<file path="src/rtl/oam_dma_ctrl.sv">
// oam_dma_ctrl: 256-byte sprite DMA that halts the CPU and copies {page,00..FF} to 16'h2004 in read/write pairs
module oam_dma_ctrl (
  input  logic        clk,
  input  logic        reset,
  input  logic        cpu_ce,
  input  logic [15:0] cpu_addr,
  input  logic [7:0]  cpu_din,
  input  logic        cpu_WE,
  input  logic [7:0]  bus_rdata,
  output logic        cpu_stall,
  output logic        dma_active,
  output logic [15:0] dma_addr,
  output logic [7:0]  dma_wdata,
  output logic        dma_WE,
  output logic        dma_done
);
  typedef enum logic [2:0] {IDLE, HALT, ALIGN, READ, WRITE} state_t;
  state_t state, state_nxt;
  logic [7:0] cnt, page, latch;
  logic parity;
  logic trig;
  assign trig = state == IDLE && cpu_WE && cpu_addr == 16'h4014;
  always_comb begin
    state_nxt = state;
    case (state)
      IDLE:    state_nxt = trig ? HALT : IDLE;
      HALT:    state_nxt = parity ? READ : ALIGN;
      ALIGN:   state_nxt = READ;
      READ:    state_nxt = WRITE;
      WRITE:   state_nxt = cnt == 8'hFF ? IDLE : READ;
      default: state_nxt = IDLE;
    endcase
  end
  assign cpu_stall  = state != IDLE;
  assign dma_active = state == READ || state == WRITE;
  assign dma_WE     = state == WRITE;
  assign dma_addr   = state == READ ? {page, cnt} : state == WRITE ? 16'h2004 : 16'h0000;
  assign dma_wdata  = state == WRITE ? latch : 8'h00;
  always_ff @(posedge clk) begin
    if (reset) begin
      state    <= IDLE;
      cnt      <= 8'h00;
      page     <= 8'h00;
      latch    <= 8'h00;
      parity   <= 1'b0;
      dma_done <= 1'b0;
    end else begin
      dma_done <= cpu_ce && state == WRITE && cnt == 8'hFF;
      if (cpu_ce) begin
        state  <= state_nxt;
        parity <= ~parity;
        if (trig) begin
          page <= cpu_din;
          cnt  <= 8'h00;
        end
        if (state == READ) latch <= bus_rdata;
        if (state == WRITE) cnt <= cnt + 8'h01;
      end
    end
  end
endmodule

</file>
<file path="config.mk">
export PLATFORM = sky130hd
export DESIGN_NAME = oam_dma_ctrl
export DESIGN_NICKNAME = d
export VERILOG_FILES = /design/src/rtl/oam_dma_ctrl.sv
export SDC_FILE = /design/constraint.sdc
export NUM_CORES = 1
export LEC_CHECK = 0
export CORE_ASPECT_RATIO = 0.6
export CORE_UTILIZATION = 45
export DETAILED_ROUTE_END_ITERATION = 10
export DONT_BUFFER_PORTS = 1
export SYNTH_ARGS = -nofsm -noshare
export SYNTH_HDL_FRONTEND = slang
export SYNTH_SLANG_ARGS = --single-unit
</file>
<file path="constraint.sdc">
create_clock -name clk -period 1.6 [get_ports clk]
set_input_delay 0.16 -clock clk [delete_from_list [all_inputs] [get_ports clk]]
set_output_delay 0.16 -clock clk [all_outputs]
set_load 0.01 [all_outputs]
</file>
* After elaboration in Yosys (flattened, before gate mapping) *
Cells that the tools add are included.

storage, ports and cells
  RAM bits = 0
  bits of input ports = 36
  memory bits (read-only) = 0
  register bits after elaboration = 29
  logic and storage cells = 34
  memories kept = 0
  bits in latches = 0
  output and inout bits = 28

operators by class
  magnitude comparators = 0
  mux-type cells = 9
  multiply operators = 0
  shift operators = 0
  bitwise logic cells = 1
  add/subtract/negate cells = 1
  reduce and logical (&&, ||, !) cells = 11
  eq/ne operators = 6
  divide/modulo/power cells = 0

operators by type and width
  cell                    count
  $mux W8                 3
  $eq A16 B15 Y1 const B  1
  $mux W16                1
  $pmux W3 S5             1
  $mux W14                1
  $add A8 B1 Y8 const B   1
  $eq A8 B8 Y1 const B    1
  $eq A3 B2 Y1 const B    2
  $reduce_and A2 Y1       3
  $logic_and A1 B1 Y1     4
  $eq A3 B1 Y1 const B    1
  $eq A3 B3 Y1 const B    1
  $logic_not A3 Y1        1
  $reduce_bool A3 Y1      1
  $mux W1                 2
  $mux W2                 1
  $reduce_bool A2 Y1      1
  $logic_or A1 B1 Y1      1
  $not A1 Y1              1

* Depth between registers and ports, before layout *
  depth in word-level cells = 5
  gate-level depth with buffers = 7
  mapped depth without buffers = 6

* Worst setup path after synthesis *
No wires, ideal clock.

  path type = flip-flop to flip-flop
  from = register state[2]
  to = register cnt[7]
  data arrival time = 1.525 ns
  required time = 1.533 ns
  setup slack = 0.008 ns
  library setup time = 0.067 ns
  cell stages (with the launch flop) = 6
  clock period less this slack = 1.592 ns
  buffers on the path = 1
  cells stage by stage = dfxtp_1 buf_2 nand4bb_4 or4_1 or3_1 o21ai_2

between the ends
  cells in the longest elaborated chain, start to end = 5
  elaborated cells on any way between the ends = 7
  those cells by class = eq/ne: 1; mux: 1; reduce/logical: 5

ends and longest elaborated chain
  element                           line  text
  from (decl)                       18    state_t state, state_nxt;
  from (signal assigned)            50    state <= state_nxt;
  $logic_not A3 Y1                  22    assign trig = state == IDLE && cpu_WE && cpu_addr == 16'h4014;
  $logic_and A1 B1 Y1 (2 in a row)  22
  $reduce_bool A2 Y1 (no line)      n/a
  $reduce_and A2 Y1 (no line)       n/a
  to (signal assigned)              57    if (state == WRITE) cnt <= cnt + 8'h01;
  to (decl)                         19    logic [7:0] cnt, page, latch;

Parallel ways exist; a longest one is shown, timed or not.
A chain may end at the register's enable or synchronous reset.

* Worst setup path in the final report *
  from = register state[1]
  to = output port dma_active

between the ends
  cells in the longest elaborated chain, start to end = 2
  elaborated cells on any way between the ends = 3
  those cells by class = eq/ne: 2; reduce/logical: 1

ends and longest elaborated chain
  element                                              line  text
  $eq A3 B2 Y1 / $eq A3 B3 Y1 (equally long branches)  35    assign dma_active = state == READ || state == WRITE;
  $logic_or A1 B1 Y1 (*)                               35
  to (decl)                                            11    output logic dma_active,

Mark *: on every way between the ends. The rest lies on a longest branch, timed or not.

==> metrics.cfg <==
[sta]
grt_setup_unrepaired = false
fin_crit_sh_pct = 97.5
finalHoldViolations = 0
report.final.slew_viol_count = 0
period_needed_ns = 1.56
max_slew.worst_pin.slew_ns = 1.03
fmax_ghz = 0.641
setup_viol = 0
whs_ns = 0.0133
final.setup_skew_ns = 0.00655
slew-limit-headroom_pct = 31.0

[synth]
ys_top_cells_by_count = 29 x dfxtp_1, 28 x nand2_1, 24 x and2_1
ys_ff_latch = 29
postSynthAreaPerCell_um2 = 7.77
ys_types = 38
yosys.area.top_type = dfxtp_1
ys_warn_count = 0
yosysMostFrequentCell = dfxtp_1
netlist_area_um2 = 1560
synth.area.top_cells = dfxtp_1 37%, and2_1 9.6%, nand2_1 6.7%, a21oi_1 6.4%, nand4_1 5.2%
synthArstFlopShare_pct = 0
synth_edf_count = 0
synth-main-ff-cell = dfxtp_1
ys_seq_area_share_pct = 37.2
syn_inst = 201
synth_top_area_share_pct = 37.2
synth_nets = 238

[setup_path]
crit_family = simple AND/OR/NAND/NOR gates
start_kind = register
end_kind = output port
cp.depth = 6
crit_chain = buf_6, nor2_4, nand2_2, inv_2, buf_8, or2_2
crit_path_max_fanout = 13
max_stage_delay_ns = 0.36
reg2regPathDepth = 4
worstPathRequired_ns = 1.44
crit_start = state[1]
crit_type = reg2out
critical_path.slowest_cell = dfxtp_4
ff2ff_setup_slack_ns = 0.08
crit_arrival_ns = 1.40
worst_r2r_startpoint = state[1]
path_buf_inv = 3

[global_route]
grt_pass1_wl_mm = 6.24
grt_pass1_vias = 1247
grt_usage_pct = 22.4
grt_remaining_overflow = 0
antenna_found_initial = 0
grt_max_degree = 28

[cells_and_area]
syn2layout_area_growth_pct = 19.8
drive_above_1_share_pct = 23.7
finalNetCount = 247
diodes = 0
nFillCells = 304
fin_area_um2 = 1870

[pwr]
leakagePower_nw = 0.650
power_density_nw_per_um2 = 760
irDropWorstVdd_uv = 372

[floorplanning]
die_area_um2 = 3720
core_um2 = 3280
io_pins = 64
rows = 16
die_h_um = 47.6
dieWidth_um = 78.1
initial_core_util_pct = 47.6

[cts]
clkSinkCount = 29
cts_tree = yes
clock_path_buffers = 2
cts.htree.levels = 2
cts_buffers = 5
clkLatencyLatePin_ns = 0.28
root_buffer = clkbuf_8
cts.clk_slew.worst_paths_ns = 0.07

[routing]
drt_pass1_iterations = 4
drc = 0
routed_wirelength_mm = 4.18
vias_per_cell = 5.97
drtIter0Drc = 77
avgRoutedWirePerCell_um = 16.3
vias = 1528
ant_nets = 0

[status]
outcome = complete, no violations

[worst_hold_path]
hold_class = in2reg
worstHoldStart = bus_rdata[5]
holdPathStages = 2

[job]
cap_viol_max_count = 0

[placed_design]
io_buffers = 0
gp_congestion = 0.776
dpl_cell_area_um2 = 1660
dpl.hpwl_mm = 2.88

[cell type report]
cell class | instances | area [um2] | area share [%]
multi-input combinational | 154 | 971 | 51.9
sequential | 29 | 589 | 31.5
clock inverter | 1 | 5.00 | 0.268
tap | 45 | 56.3 | 3.01
timing repair buffer | 17 | 141 | 7.56
inverter | 3 | 11.3 | 0.602
clock buffer | 7 | 96.3 | 5.15
[report_power, final]
| group | internal, W | switching [W] |
|---|---|---|
| Combinational | 0.0000148 | 0.0000190 |
| Sequential | 0.000721 | 0.00000185 |
| Clock | 0.000388 | 0.000277 |
[kinds of logic after synthesis]
group	synth area share, %
simple gates	39.3
fa+ha+maj	0.801
xor+xnor	1.12
flops	37.2
mux	0.641
buf+inv	4.41
compound gates	16.6
[metal layers]
layer / track usage [%] / up-vias / part of all wire (%)
li1: - / 734 / -
met4: 5.93 / 0 / 0.26
met3: 6.86 / 2 / 6.6
met2: 38.6 / 58 / 48
met5: 0 / - / 0
met1: 28.3 / 734 / 46
[flip-flops by register name, summed over array words and instances, names as in the netlist]
register,count
cnt,8
dma_done,1
latch,8
page,8
parity,1
state,3
[timing repair]
action,4_1_cts,5_1_grt
endpoints found under the hold margin,27,0
pin swaps,1,1
gates resized for setup,10,18
buffers inserted,2,1
hold buffers,1,0
endpoints found under the setup margin,25,33
[cell usage in the layout, fill, tap and decap left out, types with 3 or more instances in the layout]
master,netlist,final
and2_4,0,8
buf_4,0,14
o211ai_1,4,4
a31oi_1,3,3
nand2_1,28,27
nand4_1,13,13
or3_1,4,3
clkbuf_8,0,7
and2_1,24,16
dfxtp_1,29,26
nor2b_1,5,5
nand3b_1,3,3
o21ai_0,9,9
nor3_1,5,4
nand3_1,4,4
a21oi_1,20,20
[per-stage QoR]
step	worst slack, ns	util [%]	power (W)	TNS [ns]	std cells
after floorplan	0.00803	-	0.000775	0	201
after global placement	0.0139	50.5	0.000762	0	244
after detailed placement	-0.0395	50.5	0.000763	-0.0813	244
after CTS	0.00390	55.0	0.00144	0	255
after global routing	0.00230	57.0	0.00148	0	256
final	0.0405	57.0	0.00142	0	256
[final timing paths]
path	end
worst max-delay path	dma_active
worst min-delay path	latch[5]
worst max register to register	cnt[7]
worst min register to register	latch[5]
(Power assumes the default switching activity.)
==> patch, RTL diff (same settings) <==
The 5 states of `state_t` get a one-hot encoding in 5 bits.
--- a/src/rtl/oam_dma_ctrl.sv
+++ b/src/rtl/oam_dma_ctrl.sv
@@ -14,7 +14,7 @@
   output logic        dma_WE,
   output logic        dma_done
 );
-  typedef enum logic [2:0] {IDLE, HALT, ALIGN, READ, WRITE} state_t;
+  typedef enum logic [4:0] {IDLE = 5'b00001, HALT = 5'b00010, ALIGN = 5'b00100, READ = 5'b01000, WRITE = 5'b10000} state_t;
   state_t state, state_nxt;
   logic [7:0] cnt, page, latch;
   logic parity;
Check against the original RTL: no difference found for any inputs over 10 cycles, from zero or initial values and one cycle with reset high; not proved beyond that.
==> patch against the unedited design <==
The run now ends with negative setup slack left. Routed wire length up 14%. Worst setup slack worse by 0.17 ns. Final area up 20%. Hold slack worse by 0.0026 ns. Sequential cell count up 2. Clock skew down 0.0016 ns. Area after synthesis up 8.2%. Synthesized cell count up 3.0%. Utilization up 8.5 points. Die area up 7.9%. Critical path type unchanged.
Power is not compared: it rests on default switching activity, and its combinational part moved more than twofold at a synthesized area within 25%.
==> patch: results (changes against the unedited design) <==
<table>
<tr><th>Metric</th><th>Value</th></tr>
<tr><th colspan="2">Outcome</th></tr>
<tr><td>Result of the run</td><td>complete, but fails checks (was finished, final reports clean)</td></tr>
<tr><td>Violations in the final reports</td><td>negative setup slack</td></tr>
<tr><th colspan="2">Finish</th></tr>
<tr><td>Final-layout fill cell count</td><td>274 (was 304)</td></tr>
<tr><td>Fraction of layout cells with a size suffix above 1</td><td>0.386 (was 0.237)</td></tr>
<tr><td>Net count reported at finish</td><td>272 (was 247)</td></tr>
<tr><th colspan="2">Setup path</th></tr>
<tr><td>Start point of the critical path</td><td>state[2] (was state[1])</td></tr>
<tr><th colspan="2">Min path</th></tr>
<tr><td>Min-delay src</td><td>reset (was bus_rdata[5])</td></tr>
<tr><th colspan="2">Logic synthesis</th></tr>
<tr><td>Cell types with the largest area share after synthesis</td><td>sky130_fd_sc_hd__dfxtp_1 37%, sky130_fd_sc_hd__and2_1 8.1%, sky130_fd_sc_hd__a21oi_1 5.9%, sky130_fd_sc_hd__nand4_1 4.8%, sky130_fd_sc_hd__nand2_1 3.3% (was sky130_fd_sc_hd__dfxtp_1 37%, sky130_fd_sc_hd__and2_1 9.6%, sky130_fd_sc_hd__nand2_1 6.7%, sky130_fd_sc_hd__a21oi_1 6.4%, sky130_fd_sc_hd__nand4_1 5.2%)</td></tr>
<tr><td>Net count of the mapped netlist</td><td>244 (was 238)</td></tr>
<tr><td>Distinct cells, synth</td><td>43 (was 38)</td></tr>
<tr><th colspan="2">Timing</th></tr>
<tr><td>Least-Margin Pin Slew</td><td>1.04 ns (was 1.03 ns)</td></tr>
<tr><td>Final setup margin</td><td>-0.128 ns (was 0.0405 ns)</td></tr>
<tr><td>Total of endpoints with negative setup slack in the final report</td><td>13 (was 0)</td></tr>
<tr><td>Clock skew</td><td>0.00499 ns (was 0.00655 ns)</td></tr>
<tr><th colspan="2">Drt</th></tr>
<tr><td>Via/cell ratio</td><td>5.96 (was 5.97)</td></tr>
<tr><td>Routed wire length per instance</td><td>16.9 um (was 16.3 um)</td></tr>
<tr><td>DRC marker count from the first detailed-route iteration</td><td>101 (was 77)</td></tr>
<tr><td>DRT Pass-1 Iters</td><td>6 (was 4)</td></tr>
<tr><th colspan="2">Global route</th></tr>
<tr><td>Number of global-route vias before repair</td><td>1587 (was 1247)</td></tr>
<tr><th colspan="2">Place</th></tr>
<tr><td>Worst setup slack before clock tree synthesis</td><td>-0.0565 ns (was -0.0395 ns)</td></tr>
</table>
## patch: cell count changes after synthesis, sizes merged, moves of 4 or more
cell,delta
nor2b,-4
and3,+4
clkbuf,-5
nor2,+7
o21ai,+4
nand2,-13
nand3,+7
buf,+5
## patch: path summary, 6_finish.rpt
path / end / slack (ns)
setup reg to reg: cnt[6] / -0.06
setup / recovery: dma_wdata[5] / -0.13
hold / removal: state[0] / 0.01
hold reg to reg: latch[1] / 0.46
## patch: repair_timing
action	in CTS	in global routing
gates resized for setup	12	34
hold buffers	1	0
buffers inserted	2	5
pin swaps	4	10
setup endpoints to repair	30	52
hold endpoints to repair	27	0
gates cloned	0	1
## patch: cell type report
| type | instances | area (sq um) | area share |
|---|---|---|---|
| multi-input combinational | 159 | 1100 | 0.491 |
| clock buffer | 6 | 82.6 | 0.0368 |
| inverter | 2 | 7.51 | 0.00335 |
| clock inverter | 2 | 35.0 | 0.0156 |
| sequential | 31 | 634 | 0.283 |
| tap | 45 | 56.3 | 0.0251 |
| timing repair buffer | 36 | 325 | 0.145 |
## patch: report_power, final
group / switching [mW] / internal (mW)
Clock: 0.288 / 0.503
Combinational: 0.0682 / 0.0563
Sequential: 0.00561 / 0.776
Total: 0.362 / 1.34
## patch: cells by family after synthesis
kind of cell | count (synthesis) | synth area share
compound gates | 44 | 0.148
xor+xnor | 5 | 0.0259
fa+ha+maj | 1 | 0.00741
buf+inv | 17 | 0.0452
flops | 31 | 0.367
simple gates | 109 | 0.406
## patch: per-stage QoR
stage	total power [mW]	instances	instance area [sq um]	util	hold slack, ns
3_3_place_gp	0.888	264	1900	0.556	0.233
4_1_cts	1.69	275	2080	0.606	0.00742
2_1_floorplan	0.877	207	1710	-	0.314
5_1_grt	1.76	281	2240	0.655	0.0155
6_report	1.70	281	2240	0.655	0.0106
3_5_place_dp	0.892	264	1900	0.556	0.235
## patch: layer usage
metal	GRT usage	vias up	part of all wire
li1	-	803	-
met4	0.0446	0	0.0019
met3	0.0611	2	0.081
met5	0	-	0
met2	0.394	78	0.48
met1	0.332	791	0.44
## patch: worst max-delay path, cell delays in order, from the launching register on
cell	delay [ns]
sky130_fd_sc_hd__dfxtp_2	0.34
sky130_fd_sc_hd__or4b_4	0.54
sky130_fd_sc_hd__nor2_4	0.13
sky130_fd_sc_hd__buf_12	0.14
sky130_fd_sc_hd__and2_4	0.15
